`src/rtl/interrupt_core.sv`:
```
// rtl/interrupt_core.sv - N-channel interrupt controller: capture, mask, rotating priority, in-service tracking, INTA/EOI.
module interrupt_core #(
    parameter int N_IRQ = 8,
    parameter int ID_W  = $clog2(N_IRQ)
) (
    input  logic             clk,
    input  logic             reset,
    input  logic [N_IRQ-1:0] irq_in,
    input  logic             level_mode,
    input  logic [N_IRQ-1:0] mask,
    input  logic             rotate_en,
    input  logic             aeoi,
    input  logic             inta,
    input  logic             eoi_valid,
    input  logic             eoi_specific,
    input  logic [ID_W-1:0]  eoi_id,
    output logic             int_out,
    output logic             vec_valid,
    output logic [ID_W-1:0]  vec_id,
    output logic             vec_spurious,
    output logic [N_IRQ-1:0] irr_out,
    output logic [N_IRQ-1:0] isr_out
);
    typedef enum logic {IDLE, ACK1} state_t;

    state_t           state, state_next;
    logic [N_IRQ-1:0] prev_irq, irr, isr;
    logic [N_IRQ-1:0] req, irr_next, isr_next;
    logic [N_IRQ-1:0] isr_set, irr_clr, aeoi_clr, eoi_clr;
    logic [ID_W-1:0]  lp, lp_eff, lp_next, ack_id, ack_id_next;
    logic             spur_flag, spur_next, vec_fire, int_next;
    logic             w_found, isr_found, eoi_hit;
    logic [ID_W-1:0]  w_id, isr_top, eoi_ch, chi;
    int               w_rank, isr_rank, ch;

    assign lp_eff = rotate_en ? lp : ID_W'(N_IRQ-1);
    assign req    = irr & ~mask;

    // Scan from lowest to highest priority so the last hit is the winner.
    always_comb begin
        w_found   = 1'b0;
        w_id      = '0;
        w_rank    = N_IRQ;
        isr_found = 1'b0;
        isr_top   = '0;
        isr_rank  = N_IRQ;
        ch        = 0;
        chi       = '0;
        for (int k = N_IRQ-1; k >= 0; k--) begin
            ch  = (int'(lp_eff) + 1 + k) % N_IRQ;
            chi = ID_W'(ch);
            if (req[chi]) begin
                w_found = 1'b1;
                w_id    = chi;
                w_rank  = k;
            end
            if (isr[chi]) begin
                isr_found = 1'b1;
                isr_top   = chi;
                isr_rank  = k;
            end
        end
    end

    always_comb begin
        eoi_hit = 1'b0;
        eoi_ch  = '0;
        eoi_clr = '0;
        if (eoi_valid) begin
            if (eoi_specific) begin
                if (int'(eoi_id) < N_IRQ && isr[eoi_id]) begin
                    eoi_hit = 1'b1;
                    eoi_ch  = eoi_id;
                end
            end else if (isr_found) begin
                eoi_hit = 1'b1;
                eoi_ch  = isr_top;
            end
        end
        if (eoi_hit) begin
            eoi_clr[eoi_ch] = 1'b1;
        end
    end

    always_comb begin
        state_next  = state;
        ack_id_next = ack_id;
        spur_next   = spur_flag;
        isr_set     = '0;
        irr_clr     = '0;
        aeoi_clr    = '0;
        vec_fire    = 1'b0;
        lp_next     = lp_eff;
        case (state)
            IDLE: begin
                if (inta) begin
                    state_next = ACK1;
                    if (w_found) begin
                        ack_id_next   = w_id;
                        spur_next     = 1'b0;
                        isr_set[w_id] = 1'b1;
                        if (!level_mode) begin
                            irr_clr[w_id] = 1'b1;
                        end
                    end else begin
                        ack_id_next = ID_W'(N_IRQ-1);
                        spur_next   = 1'b1;
                    end
                end
            end
            ACK1: begin
                if (inta) begin
                    state_next = IDLE;
                    vec_fire   = 1'b1;
                    if (aeoi && !spur_flag) begin
                        aeoi_clr[ack_id] = 1'b1;
                        if (rotate_en) begin
                            lp_next = ack_id;
                        end
                    end
                end
            end
            default: state_next = IDLE;
        endcase
        // An explicit EOI overrides any automatic-EOI rotation in the same cycle.
        if (eoi_hit && rotate_en) begin
            lp_next = eoi_ch;
        end
    end

    // Set terms are OR-ed last so a new request or acknowledge beats a clear.
    assign isr_next = (isr & ~(eoi_clr | aeoi_clr)) | isr_set;
    assign irr_next = level_mode ? irq_in : ((irr & ~irr_clr) | (irq_in & ~prev_irq));
    assign int_next = (state == IDLE) && w_found && (!isr_found || w_rank < isr_rank);

    always_ff @(posedge clk) begin
        if (reset) begin
            state        <= IDLE;
            prev_irq     <= '0;
            irr          <= '0;
            isr          <= '0;
            lp           <= ID_W'(N_IRQ-1);
            ack_id       <= '0;
            spur_flag    <= 1'b0;
            int_out      <= 1'b0;
            vec_valid    <= 1'b0;
            vec_id       <= '0;
            vec_spurious <= 1'b0;
        end else begin
            state     <= state_next;
            prev_irq  <= irq_in;
            irr       <= irr_next;
            isr       <= isr_next;
            lp        <= lp_next;
            ack_id    <= ack_id_next;
            spur_flag <= spur_next;
            int_out   <= int_next;
            vec_valid <= vec_fire;
            if (vec_fire) begin
                vec_id       <= ack_id;
                vec_spurious <= spur_flag;
            end
        end
    end

    assign irr_out = irr;
    assign isr_out = isr;
endmodule

```
`config.mk`:
```
export PLATFORM = sky130hd
export DESIGN_NAME = interrupt_core
export DESIGN_NICKNAME = d
export VERILOG_FILES = /design/src/rtl/interrupt_core.sv
export SDC_FILE = /design/constraint.sdc
export NUM_CORES = 1
export LEC_CHECK = 0
export ABC_CLOCK_PERIOD_IN_PS = 4400
export BUFFER_PORTS_ARGS = -buffer_cell sky130_fd_sc_hd__buf_2
export CAP_MARGIN = 25
export CORE_ASPECT_RATIO = 2
export CORE_MARGIN = 2
export CORE_UTILIZATION = 40
export CTS_CLUSTER_DIAMETER = 120
export DETAILED_ROUTE_END_ITERATION = 8
export HOLD_SLACK_MARGIN = 0.15
export PLACE_DENSITY = 0.56
export SYNTH_ARGS = -nofsm -noshare
export SYNTH_HDL_FRONTEND = slang
export SYNTH_SLANG_ARGS = --single-unit
```
`constraint.sdc`:
```
create_clock -name clk -period 4.4 [get_ports clk]
set_input_delay 0 -clock clk [delete_from_list [all_inputs] [get_ports clk]]
set_output_delay 0 -clock clk [all_outputs]
set_load 0.01 [all_outputs]
```
# After elaboration in Yosys (flattened, before gate mapping)
# Index checks and enable logic that the tools add are counted.
[totals] register_bits=38 in_bits=27 out_inout_bits=22 elab_cells=178
[op_classes] addsub=8 order_cmp=16 n_mux=120 n_bitwise=12 n_reduce_logical=11
[op_table] cell="$mux 32" count=13
[op_table] cell="$mux 8" count=12
[op_table] cell="$mux 3" count=27
[op_table] cell="$bmux 1 s3" count=17
[op_table] cell="$lt 3x4->1 const B" count=12
[op_table] cell="$mux 1" count=44
[op_table] cell="$and 8x8->8" count=4
[op_table] cell="$lt 32x32->1" count=1
[op_table] cell="$not 8->8" count=4
[op_table] cell="$or 8x8->8" count=3
[op_table] cell="$add 3x3->3 const B" count=4
[op_table] cell="$mux 4" count=3
[op_table] cell="$demux 1 s3" count=3
[op_table] cell="$ge 3x1->1 const B" count=3
[op_table] cell="$logic_and 1x1->1" count=7
[op_table] cell="$add 3x1->3 const B" count=2
[op_table] cell="$add 3x2->3 const B" count=2
[op_table] cell="$logic_not 1->1" count=2
[op_table] cell="$pmux 1 s2" count=1
[op_table] cell="$reduce_and 2->1" count=1
[op_table] cell="$logic_or 1x1->1" count=1
[op_table] cell="$not 1->1" count=1

# Longest topological paths before layout
# Gate-level depths: netlist of the first run.
[depth] depth_word=25 depth_mapped=17 mapped_depth_nobuf=13

# Worst setup path after synthesis of the first run
# No wires, ideal clock.
[synth_timing] path_type="flip-flop to flip-flop" from="reg lp[1]" to="reg int_out" setup_ps=58 arrival_time_ps=3612 t_required_ps=4342 path_slack_ps=731 path_stages_with_launch=16 n_path_buf=3 period_less_slack_ps=3669 path_cell_list="dfxtp_1 > buf_2 > and2b_1 > inv_1 > buf_2 > ha_1 > buf_4 > nor2_1 > nor3_4 > mux4_2 > and2b_1 > nand4_2 > ha_1 > or2_2 > a21boi_0 > a31o_2"
[synth_via] elab_chain_len=16 word_cells_on_any_way=78 classes_between="add/sub: 8; order compare: 1; mux: 65; reduce/logical: 4"
[synth_lines] element="start: declaration" line_no="30" rtl="logic [ID_W-1:0] lp, lp_eff, lp_next, ack_id, ack_id_next;"
[synth_lines] element="start signal: assignment" line_no="142" rtl="lp <= ID_W'(N_IRQ-1);"
[synth_lines] element="start signal: assignment" line_no="154" rtl="lp <= lp_next;"
[synth_lines] element="$mux 3 (*)" line_no="36" rtl="assign lp_eff = rotate_en ? lp : ID_W'(N_IRQ-1);"
[synth_lines] element="$add 3x1->3 (*)" line_no="50" rtl="ch = (int'(lp_eff) + 1 + k) % N_IRQ;"
[synth_lines] element="$add 3x1->3" line_no="50"
[synth_lines] element="$bmux 1 s3, on equally long branches" line_no="52, 57"
[synth_lines] element="$mux 1, on equally long branches" line_no="52, 57"
[synth_lines] element="$mux 4, or another cell as far along (2 in series)" line_no="52" rtl="if (req[chi]) begin"
[synth_lines] element="$mux 32, or another cell as far along (6 in series)" line_no="52"
[synth_lines] element="$lt 32x32->1 or $logic_not 1->1 (tied branches)" line_no="134" rtl="assign int_next = (state == IDLE) && w_found && (!isr_found || w_rank < isr_rank);"
[synth_lines] element="$logic_or 1x1->1" line_no="134"
[synth_lines] element="$logic_and 1x1->1 (*)" line_no="134"
[synth_lines] element="end signal: assignment" line_no="157" rtl="int_out <= int_next;"
[synth_lines] element="end: declaration" line_no="17" rtl="output logic int_out,"
# Every way passes the cells marked *; elsewhere a longest branch is shown, timed or not. The select of a mux whose other input is x is not followed.
# A chain may end at the register's enable or synchronous reset.

# Final worst setup path of the first run
# Ends and elaborated chain as after synthesis.

==> impl_metrics.py, run 1 <==
metrics = {
    "finish": {
        "final_layout_size_suffix_gt1_share_pct": 23.61,
        "nets": 536,
        "diodes": 0,
        "final_common_cell": "buf_2",
        "syn2layout_area_growth_pct": 15.89,
        "mostFrequentLayoutCells": "buf_2 (48), dfxtp_1 (38), nand3_1 (34)",
    },
    "clock_tree": {
        "clock_latency_ns": 0.29,
        "root_buffer": "clkbuf_16",
        "cts_buffers": 5,
        "tritoncts": "built",
        "ctsHoldBuffers": 12,
        "cts.clk_slew.worst_paths_ns": 0.06,
        "cts_setup_buffers": 0,
        "htreeDepth": 2,
        "cts_max_path_buffers": 2,
        "cts_resized": 0,
        "cts.sinks": 38,
    },
    "sta": {
        "holdWs_ns": 0.1730,
        "finalSetupTns_ns": 0,
        "fin_crit_sh_pct": 88.73,
        "max_slew_margin_pct": 56.56,
        "rsz0062_at_grt": "no",
        "setup-violations-final": 0,
        "drv_slew": 0,
        "worstMarginPinSlew_ns": 0.6335,
        "finalHoldViolations": 0,
        "period_minus_slack_ns": 3.904,
        "fin_skew_ns": 0.008727,
        "fmax_ghz": 0.2562,
    },
    "logic_synthesis": {
        "synth_top_area_cell": "dfxtp_1",
        "synth_area_sq_um": 4056,
        "avgSynthCellArea_sq_um": 8.955,
        "yosysSeqAreaShare_pct": 18.75,
        "synth-seq-cells": 38,
        "ys_async_sr_fraction_pct": 0,
        "synth_edf_count": 0,
        "yosys-top-cells-area": "dfxtp_1 (19%), mux4_2 (11%), mux2i_1 (8.1%)",
        "ys_warn_count": 0,
        "synth_top_cell_area_share_pct": 18.75,
        "ys_types": 86,
        "syn-num-nets": 486,
        "synth-main-ff-cell": "dfxtp_1",
        "syn_inst": 453,
    },
    "worst_setup_path": {
        "cp-end-kind": "flop",
        "crit_chain": "and2b_1 > inv_1 > ha_1 > nor2_1 > nor3_4 > mux4_2 > and2b_1 > nand4_2 > ha_1 > or2_2 > a21boi_0 > a31o_2",
        "crit_path_max_fanout": 13,
        "crit_arrival_ns": 4.14,
        "critPathLaunchType": "flop",
        "crit_type": "flop to flop",
        "slowest_stage": "mux4_2",
        "slowest_delay_ns": 0.64,
        "cp.required_ns": 4.63,
    },
    "outcome": {
        "outcome": "finished clean",
    },
    "global_routing": {
        "grt_max_degree": 25,
        "antenna_found_initial": 0,
        "gr-total-overflow": 0,
        "grt.total_usage_pct": 26.35,
        "first_global_vias": 4123,
        "grt_pass1_wl_mm": 22.08,
    },
    "floorplan": {
        "die_h_um": 146.4,
        "core_area_sq_um": 10020,
        "dieArea_sq_um": 11010,
        "std_cell_rows": 52,
        "initial_utilization_pct": 40.48,
        "die-width_um": 75.21,
        "ios": 49,
    },
    "routing": {
        "num_vias": 4105,
        "dr.pass1.iters": 5,
        "drt_iter0_drc": 326,
        "wl_mm": 14.11,
        "vias_per_cell": 6.424,
        "antenna_left": 0,
        "drc": 0,
        "wire_per_inst_um": 22.08,
    },
    "pwr": {
        "vdd_ir_drop_max_mv": 0.4627,
        "p_per_area_nw_per_um2": 369.1,
        "p_leak_nw": 1.890,
    },
    "place": {
        "gp_congestion": 0.9213,
        "dp_hpwl_mm": 10.77,
        "port-buffer-count": 48,
    },
    "flow_run": {
        "max_cap_violations": 0,
    },
    "hold_path": {
        "hold_class": "input port to flop",
    },
}
-- critical path, delay by kind of cell (launching register included) --
| family | cells | cell delay (ns) |
|---|---|---|
| AO/OA/AOI/OAI | 2 | 0.30 |
| adder cells (fa/ha/maj) | 2 | 0.69 |
| buffers and inverters | 1 | 0.07 |
| flip-flops | 1 | 0.44 |
| multiplexers | 1 | 0.64 |
| AND/OR/NAND/NOR | 6 | 1.69 |
-- where the power goes --
part	internal (mW)	total (mW)	leakage (nW)	switching [mW]
registers	0.381	0.451	0.313	0.0693
clock network	0.326	0.472	0.0940	0.146
logic	0.345	0.812	1.48	0.468
total	1.05	1.73	1.89	0.683
-- metal layers --
layer	vias up	track usage, %	part of all wire (%)
met5	-	0	0
met4	0	14.04	5.8
met3	55	2.001	3.8
met2	167	46.75	54
met1	1988	29.84	36
li1	1895	-	-
-- worst paths after layout --
| check | end | slack (ns) | start | depth (start not counted) |
|---|---|---|---|---|
| worst max-delay path | int_out | 0.50 | lp[1] | 12 |
| worst min-delay path | isr_out[3] | 0.17 | eoi_id[0] | 4 |
| worst max register to register | int_out | 0.50 | lp[1] | 12 |
| worst min register to register | irr_out[1] | 0.48 | prev_irq[1] | 2 |
-- cell usage after synthesis (all sizes together) (3+ instances only) --
cell type / instances
dfxtp: 38
mux2i: 35
nand3: 34
nand2: 28
nor2: 24
nor2b: 23
mux4: 21
buf: 19
a21oi: 17
nand2b: 17
o21ai: 17
o211ai: 12
inv: 11
clkbuf: 9
mux2: 9
a32o: 8
o31ai: 8
and2: 7
nand4: 7
a21boi: 6
a21o: 6
ha: 6
nor3: 5
o22ai: 5
a2111o: 4
a211oi: 4
o211a: 4
o221ai: 4
a22oi: 3
a31o: 3
and2b: 3
and3: 3
and3b: 3
o311a: 3
o311ai: 3
-- stage by stage --
step / instance area [sq um] / util [%] / instances / setup WS (ns) / total power [mW]
final: 4701 / 46.92 / 639 / 0.4961 / 1.735
after global routing: 4701 / 46.92 / 639 / 0.1782 / 1.828
after CTS: 4701 / 46.92 / 639 / 0.4834 / 1.736
after detailed placement: 4387 / 43.78 / 619 / 0.5375 / 1.246
after global placement: 4387 / 43.78 / 619 / 0.6100 / 1.239
after floorplan: 4056 / - / 453 / 0.7309 / 1.025
-- final cells by class --
| cell class | instances | area [sq um] |
|---|---|---|
| Clock buffer | 5 | 125.1 |
| Clock inverter | 3 | 68.82 |
| Fill cell | 1012 | 5319 |
| Inverter | 12 | 47.55 |
| Multi-Input combinational cell | 375 | 3087 |
| Sequential cell | 38 | 760.7 |
| Tap cell | 135 | 168.9 |
| Timing Repair Buffer | 71 | 442.9 |
-- state kept, by name, summed over array words and instances (netlist names) --
| name | flops |
|---|---|
| irr_out | 8 |
| isr_out | 8 |
| prev_irq | 8 |
| ack_id | 3 |
| lp | 3 |
| vec_id | 3 |
| int_out | 1 |
| spur_flag | 1 |
| state | 1 |
| vec_spurious | 1 |
| vec_valid | 1 |
-- kinds of logic (layout without fill, tap and decap cells) --
family	count (synthesis)	count (layout)	share of synthesized area, %
AOI/OAI and AO/OA	133	133	26.81
xor gates and xnor gates	3	3	0.9871
adders and majority gates	6	6	1.851
buffers and inverters	40	91	5.151
DFF	38	38	18.75
muxes	65	65	23.29
and+or+nand+nor	168	168	23.16
Note: power is estimated with default switching activity, not from simulation.
==> run 2: changes to the inputs <==
- CORE_UTILIZATION: 40 -> 60
- PLACE_DENSITY: 0.56 -> 0.8
==> impl_metrics.py, run 2 (same netlist as run 1, synthesis figures left out) <==
metrics = {
    "outcome": {
        "outcome": "finished clean",
    },
    "sta": {
        "fin_skew_ns": 0.004177,
        "holdWs_ns": 0.2015,
        "fin_crit_sh_pct": 83.70,
        "worstMarginPinSlew_ns": 0.7462,
        "period_minus_slack_ns": 3.683,
        "drv_slew": 0,
        "finalHoldViolations": 0,
        "finalSetupTns_ns": 0,
        "rsz0062_at_grt": "no",
        "fmax_ghz": 0.2715,
        "setup-violations-final": 0,
        "max_slew_margin_pct": 48.83,
    },
    "clock_tree": {
        "cts.clk_slew.worst_paths_ns": 0.06,
        "cts_setup_buffers": 0,
        "root_buffer": "clkbuf_16",
        "tritoncts": "built",
        "cts.sinks": 38,
        "cts_buffers": 5,
        "cts_max_path_buffers": 2,
        "htreeDepth": 2,
        "clock_latency_ns": 0.29,
    },
    "routing": {
        "vias_per_cell": 7.154,
        "drt_iter0_drc": 387,
        "drc": 0,
        "num_vias": 4271,
        "dr.pass1.iters": 6,
        "wire_per_inst_um": 22.81,
        "antenna_left": 0,
        "wl_mm": 13.62,
    },
    "worst_setup_path": {
        "crit_path_max_fanout": 11,
        "crit_arrival_ns": 3.91,
        "critPathLaunchType": "flop",
        "slowest_stage": "mux4_2",
        "worst_path_most_repeated_cell": "ha_1",
        "slowest_delay_ns": 0.52,
        "cp.required_ns": 4.63,
        "crit_buf_inv": 1,
        "crit_type": "flop to flop",
        "cp-end-kind": "flop",
        "crit_family": "simple AND/OR/NAND/NOR gates",
        "crit_chain": "and2b_1 > inv_1 > ha_1 > nand2b_1 > nand3_1 > mux4_2 > a21boi_1 > nand4_2 > ha_1 > or2_2 > a21boi_0 > a31o_2",
    },
    "global_routing": {
        "gr-total-overflow": 0,
        "grt_max_degree": 25,
        "met3_usage_pct": 2.140,
        "top_usage_layer": "met2",
        "use_met1_pct": 40.17,
        "first_global_vias": 4239,
        "grt_pass1_wl_mm": 21.62,
        "grt.total_usage_pct": 37.09,
        "use_met2_pct": 66.37,
        "antenna_found_initial": 0,
    },
    "place": {
        "port-buffer-count": 48,
        "dpl_cell_area_sq_um": 4365,
        "dp_hpwl_mm": 10.13,
        "gp_congestion": 0.9854,
    },
    "floorplan": {
        "die_h_um": 120.3,
        "initial_utilization_pct": 61.75,
        "ios": 49,
        "die-width_um": 62.14,
        "core_area_sq_um": 6569,
        "std_cell_rows": 42,
        "dieArea_sq_um": 7474,
    },
    "finish": {
        "nets": 541,
        "postLayoutCellArea_sq_um": 4637,
        "final_layout_size_suffix_gt1_share_pct": 24.36,
        "syn2layout_area_growth_pct": 14.31,
        "diodes": 0,
        "fillers": 519,
        "mostFrequentLayoutCells": "buf_2 (48), dfxtp_1 (38), nand3_1 (34)",
        "final_common_cell": "buf_2",
    },
    "pwr": {
        "p_per_area_nw_per_um2": 351.2,
        "vdd_ir_drop_max_mv": 0.3696,
        "p_leak_nw": 1.892,
    },
    "flow_run": {
        "max_cap_violations": 0,
    },
    "hold_path": {
        "hold_class": "input port to flop",
    },
}
run 2: timing repair:
item / CTS / global route
endpoints found under the hold margin: 22 / 0
hold buffers: 12 / 0
gates resized for setup: 0 / 0
run 2: worst paths after layout:
path | from | endpoint | slack (ns) | cells past startpoint
hold reg to reg | prev_irq[5] | irr_out[5] | 0.49 | 2
setup / recovery | lp[1] | int_out | 0.72 | 12
setup reg to reg | lp[1] | int_out | 0.72 | 12
hold / removal | eoi_id[0] | isr_out[1] | 0.20 | 4
run 2: layout make-up:
cell class	instances	area, sq um	share of cell area, %
clock buffer	6	138.9	2.995
clock inverter	2	12.51	0.2698
inverter	12	47.55	1.025
multi-input combinational	375	3087	66.57
sequential	38	760.7	16.41
tap	88	110.1	2.375
timing repair buffer	76	480.5	10.36
run 2: power by group:
| part | internal [mW] | switching [mW] | total, mW |
|---|---|---|---|
| Sequential | 0.381 | 0.0624 | 0.444 |
| Combinational | 0.351 | 0.472 | 0.823 |
| Clock | 0.224 | 0.138 | 0.362 |
run 2: metal layers:
layer / part of all wire (%) / up-vias
met5: 0 / -
met4: 8.9 / 0
met3: 6.4 / 84
met2: 52 / 270
met1: 33 / 2024
li1: - / 1893
run 2: per-stage QoR:
stage | cells | power [mW] | util, % | setup slack, ns
CTS | 597 | 1.607 | 70.59 | 0.7540
detailed placement | 577 | 1.234 | 66.46 | 0.7860
global placement | 577 | 1.219 | 66.46 | 0.8872
global route | 597 | 1.713 | 70.59 | 0.4338
finish | 597 | 1.629 | 70.59 | 0.7174
floorplan | 453 | 1.025 | - | 0.7309
run 2: worst min-delay path, delay by kind of cell:
kind                   cells  cell delay [ns]
AND/OR/NAND/NOR            3             0.32
buffers and inverters      1             0.13
==> run 3: changes to the inputs <==
- ABC_AREA: not set -> 1
- ABC_CLOCK_PERIOD_IN_PS: 4400 -> 3100
- CORE_UTILIZATION: 60 -> 52
- PLACE_DENSITY: 0.8 -> 0.75
- clock period: 4.4 -> 3.1 ns (I/O delays scaled with it)
==> impl_metrics.py, run 3 <==
metrics = {
    "finish": {
        "final_layout_size_suffix_gt1_share_pct": 16.40,
        "instances_no_fill": 685,
        "register_area_sq_um": 760.7,
        "nets": 655,
        "multi_input_area_sq_um": 1994,
        "final_common_cell": "nand2_1",
        "diodes": 0,
        "final_util_pct": 62.50,
        "postLayoutCellArea_sq_um": 3722,
        "fillers": 611,
        "mostFrequentLayoutCells": "nand2_1 (201), inv_1 (80), nand3_1 (58)",
        "syn2layout_area_growth_pct": 17.87,
    },
    "worst_setup_path": {
        "critPathLaunchType": "flop",
        "reg2reg_depth": 18,
        "slowest_stage": "nor3_1",
        "worst_path_most_repeated_cell": "nand2_1",
        "rrSetupSlack_ns": 0.22,
        "worstReg2RegEnd": "int_out",
        "crit_path_max_fanout": 8,
        "cp-end-kind": "flop",
        "crit_type": "flop to flop",
        "crit_arrival_ns": 3.10,
        "crit_buf_inv": 5,
        "crit_family": "simple AND/OR/NAND/NOR gates",
        "r2r-start": "lp[0]",
        "slowest_delay_ns": 0.42,
        "crit_chain": "inv_2 > nand2_1 > ha_1 > clkinvlp_4 > buf_4 > nand3_1 > nand2_1 > nand2_1 > nand2_1 > nor2_1 > inv_2 > nor3_1 > ha_1 > nand2_1 > inv_1 > nand2_1 > nand2_1 > a21oi_1",
        "cp.required_ns": 3.32,
    },
    "logic_synthesis": {
        "avgSynthCellArea_sq_um": 5.660,
        "synth_common_cells": "nand2_1 (201), inv_1 (81), nand3_1 (58), dfxtp_1 (38), nor2_1 (38)",
        "synth_compound_area_share_pct": 16.56,
        "ys_warn_count": 0,
        "syn_inst": 558,
        "synth-main-ff-cell": "dfxtp_1",
        "synth_top_family_by_area": "simple AND/OR/NAND/NOR gates",
        "syn-num-nets": 591,
        "ys_async_sr_fraction_pct": 0,
        "synth_fa_ha_area_share_pct": 2.377,
        "synth_mux_area_share_pct": 0,
        "yosys.area_share.xor_xnor_pct": 0,
        "synth-seq-cells": 38,
        "synth_top_cell_area_share_pct": 24.09,
        "yosys-top-cells-area": "dfxtp_1 (24%), nand2_1 (24%), inv_1 (9.6%)",
        "synth_edf_count": 0,
        "yosysSeqAreaShare_pct": 24.09,
        "yosysMostFrequentCell": "nand2_1",
        "synth_top_area_cell": "dfxtp_1",
        "synth_area_sq_um": 3158,
        "synth-simple-area-share_pct": 44.06,
        "ys_types": 38,
    },
    "hold_path": {
        "worstHoldStart": "eoi_specific",
        "hold_class": "input port to flop",
        "hold_end": "lp[0]",
        "worst_hold_path.num_cells": 4,
    },
    "routing": {
        "met2_length_mm": 5.314,
        "drc": 0,
        "drt_iter0_drc": 229,
        "route.met3.wl_um": 379,
        "wire_per_inst_um": 14.76,
        "dr.pass1.iters": 5,
        "met1Wirelength_mm": 3.601,
        "dr.max_layer_used": "met4",
        "num_vias": 3742,
        "wl_mm": 10.11,
        "antenna_left": 0,
        "vias_per_cell": 5.463,
    },
    "sta": {
        "worstMarginPinSlew_ns": 0.4821,
        "max_slew_margin_pct": 67.74,
        "fin_skew_ns": 0.007489,
        "holdWs_ns": 0.1988,
        "drv_slew": 0,
        "setup-violations-final": 0,
        "fin_ws_ns": 0.2209,
        "fmax_ghz": 0.3473,
        "period_minus_slack_ns": 2.879,
        "finalHoldViolations": 0,
        "fin_crit_sh_pct": 92.87,
    },
    "clock_tree": {
        "tritoncts": "built",
        "cts_max_path_buffers": 2,
        "cts_buffers": 5,
        "htreeDepth": 2,
        "clock_latency_ns": 0.29,
        "cts.clk_slew.worst_paths_ns": 0.06,
        "root_buffer": "clkbuf_16",
        "cts.sinks": 38,
    },
    "floorplan": {
        "initial_utilization_pct": 53.03,
        "std_cell_rows": 40,
        "ios": 49,
        "core_area_sq_um": 5956,
        "dieArea_sq_um": 6750,
        "die-width_um": 59.11,
        "die_h_um": 114.2,
    },
    "pwr": {
        "p_leak_nw": 2.078,
        "vdd_ir_drop_max_mv": 0.4405,
        "p_per_area_nw_per_um2": 553.2,
    },
    "global_routing": {
        "gr-total-overflow": 0,
        "first_global_vias": 3602,
        "grt_pass1_wl_mm": 16.34,
        "grt_max_degree": 23,
        "grt.total_usage_pct": 32.04,
        "antenna_found_initial": 0,
    },
    "place": {
        "gp_congestion": 0.9326,
        "port-buffer-count": 48,
        "dp_hpwl_mm": 8.134,
        "dp_cells": 665,
        "dpl_cell_area_sq_um": 3453,
        "place_ws_ns": 0.1697,
    },
    "flow_run": {
        "max_cap_violations": 0,
    },
    "outcome": {
        "outcome": "finished clean",
    },
}
[run 3: cell count changes after synthesis, sizes merged, moves of 21 or more]
cell	before	now
nand2	28	212
inv	11	90
mux2i	35	0
nand3	34	61
o21ai	17	44
nor2b	23	0
mux4	21	0
[run 3: worst max-delay path by stage]
| stage | from | endpoint | slack, ns | cells past startpoint |
|---|---|---|---|---|
| 2_1_floorplan | lp[0] | int_out | 0.48 | 20 |
| 3_3_place_gp | lp[0] | isr_out[6] | 0.18 | 22 |
| 3_5_place_dp | lp[0] | isr_out[6] | 0.17 | 22 |
| 4_1_cts | lp[0] | isr_out[6] | 0.16 | 22 |
| 5_1_grt | lp[0] | isr_out[2] | -0.02 | 19 |
| 6_report | lp[0] | int_out | 0.22 | 18 |
[run 3: area by class of cell]
class                   instances  area share, %
multi-input cells             419          53.58
well taps                      63          2.118
clock buffers                   5          3.361
inverters                      92          9.412
flip-flops and latches         38          20.44
clock inverters                 2         0.2689
repair buffers                 66          10.82
[run 3: logic make-up (layout without fill, tap and decap cells)]
group                      Yosys count  count (layout)
AOI/OAI and AO/OA                   90              90
buffers and inverters              101             165
DFF                                 38              38
adders and majority gates            6               6
and+or+nand+nor                    323             323
[run 3: stage by stage]
stage           TNS, ns  total power, mW
2_1_floorplan         0            1.290
3_3_place_gp          0            1.542
3_5_place_dp          0            1.549
4_1_cts               0            2.041
5_1_grt        -0.01869            2.221
6_report              0            2.059
[run 3: tightest hold or removal path, delay by kind of cell]
family | cells | cell delay [ns]
buffers and inverters | 1 | 0.14
and+or+nand+nor | 2 | 0.19
AOI/OAI and AO/OA | 1 | 0.09
[run 3: power by group]
group / internal (mW) / total [mW] / switching, mW
sequential: 0.539 / 0.579 / 0.0396
clock: 0.290 / 0.485 / 0.195
combinational: 0.331 / 0.995 / 0.664
[run 3: what timing repair did]
action / in CTS / in global routing
setup buffers: 0 / 2
resized for setup: 0 / 3
setup endpoints to repair: 0 / 13
hold buffers: 11 / 0
endpoints found under the hold margin: 22 / 0
[run 3: layer usage]
layer	global-route usage, %	vias to the layer above
li1	-	1894
met1	31.88	1655
met2	57.41	136
met3	2.712	57
met4	25.61	0
met5	0	-
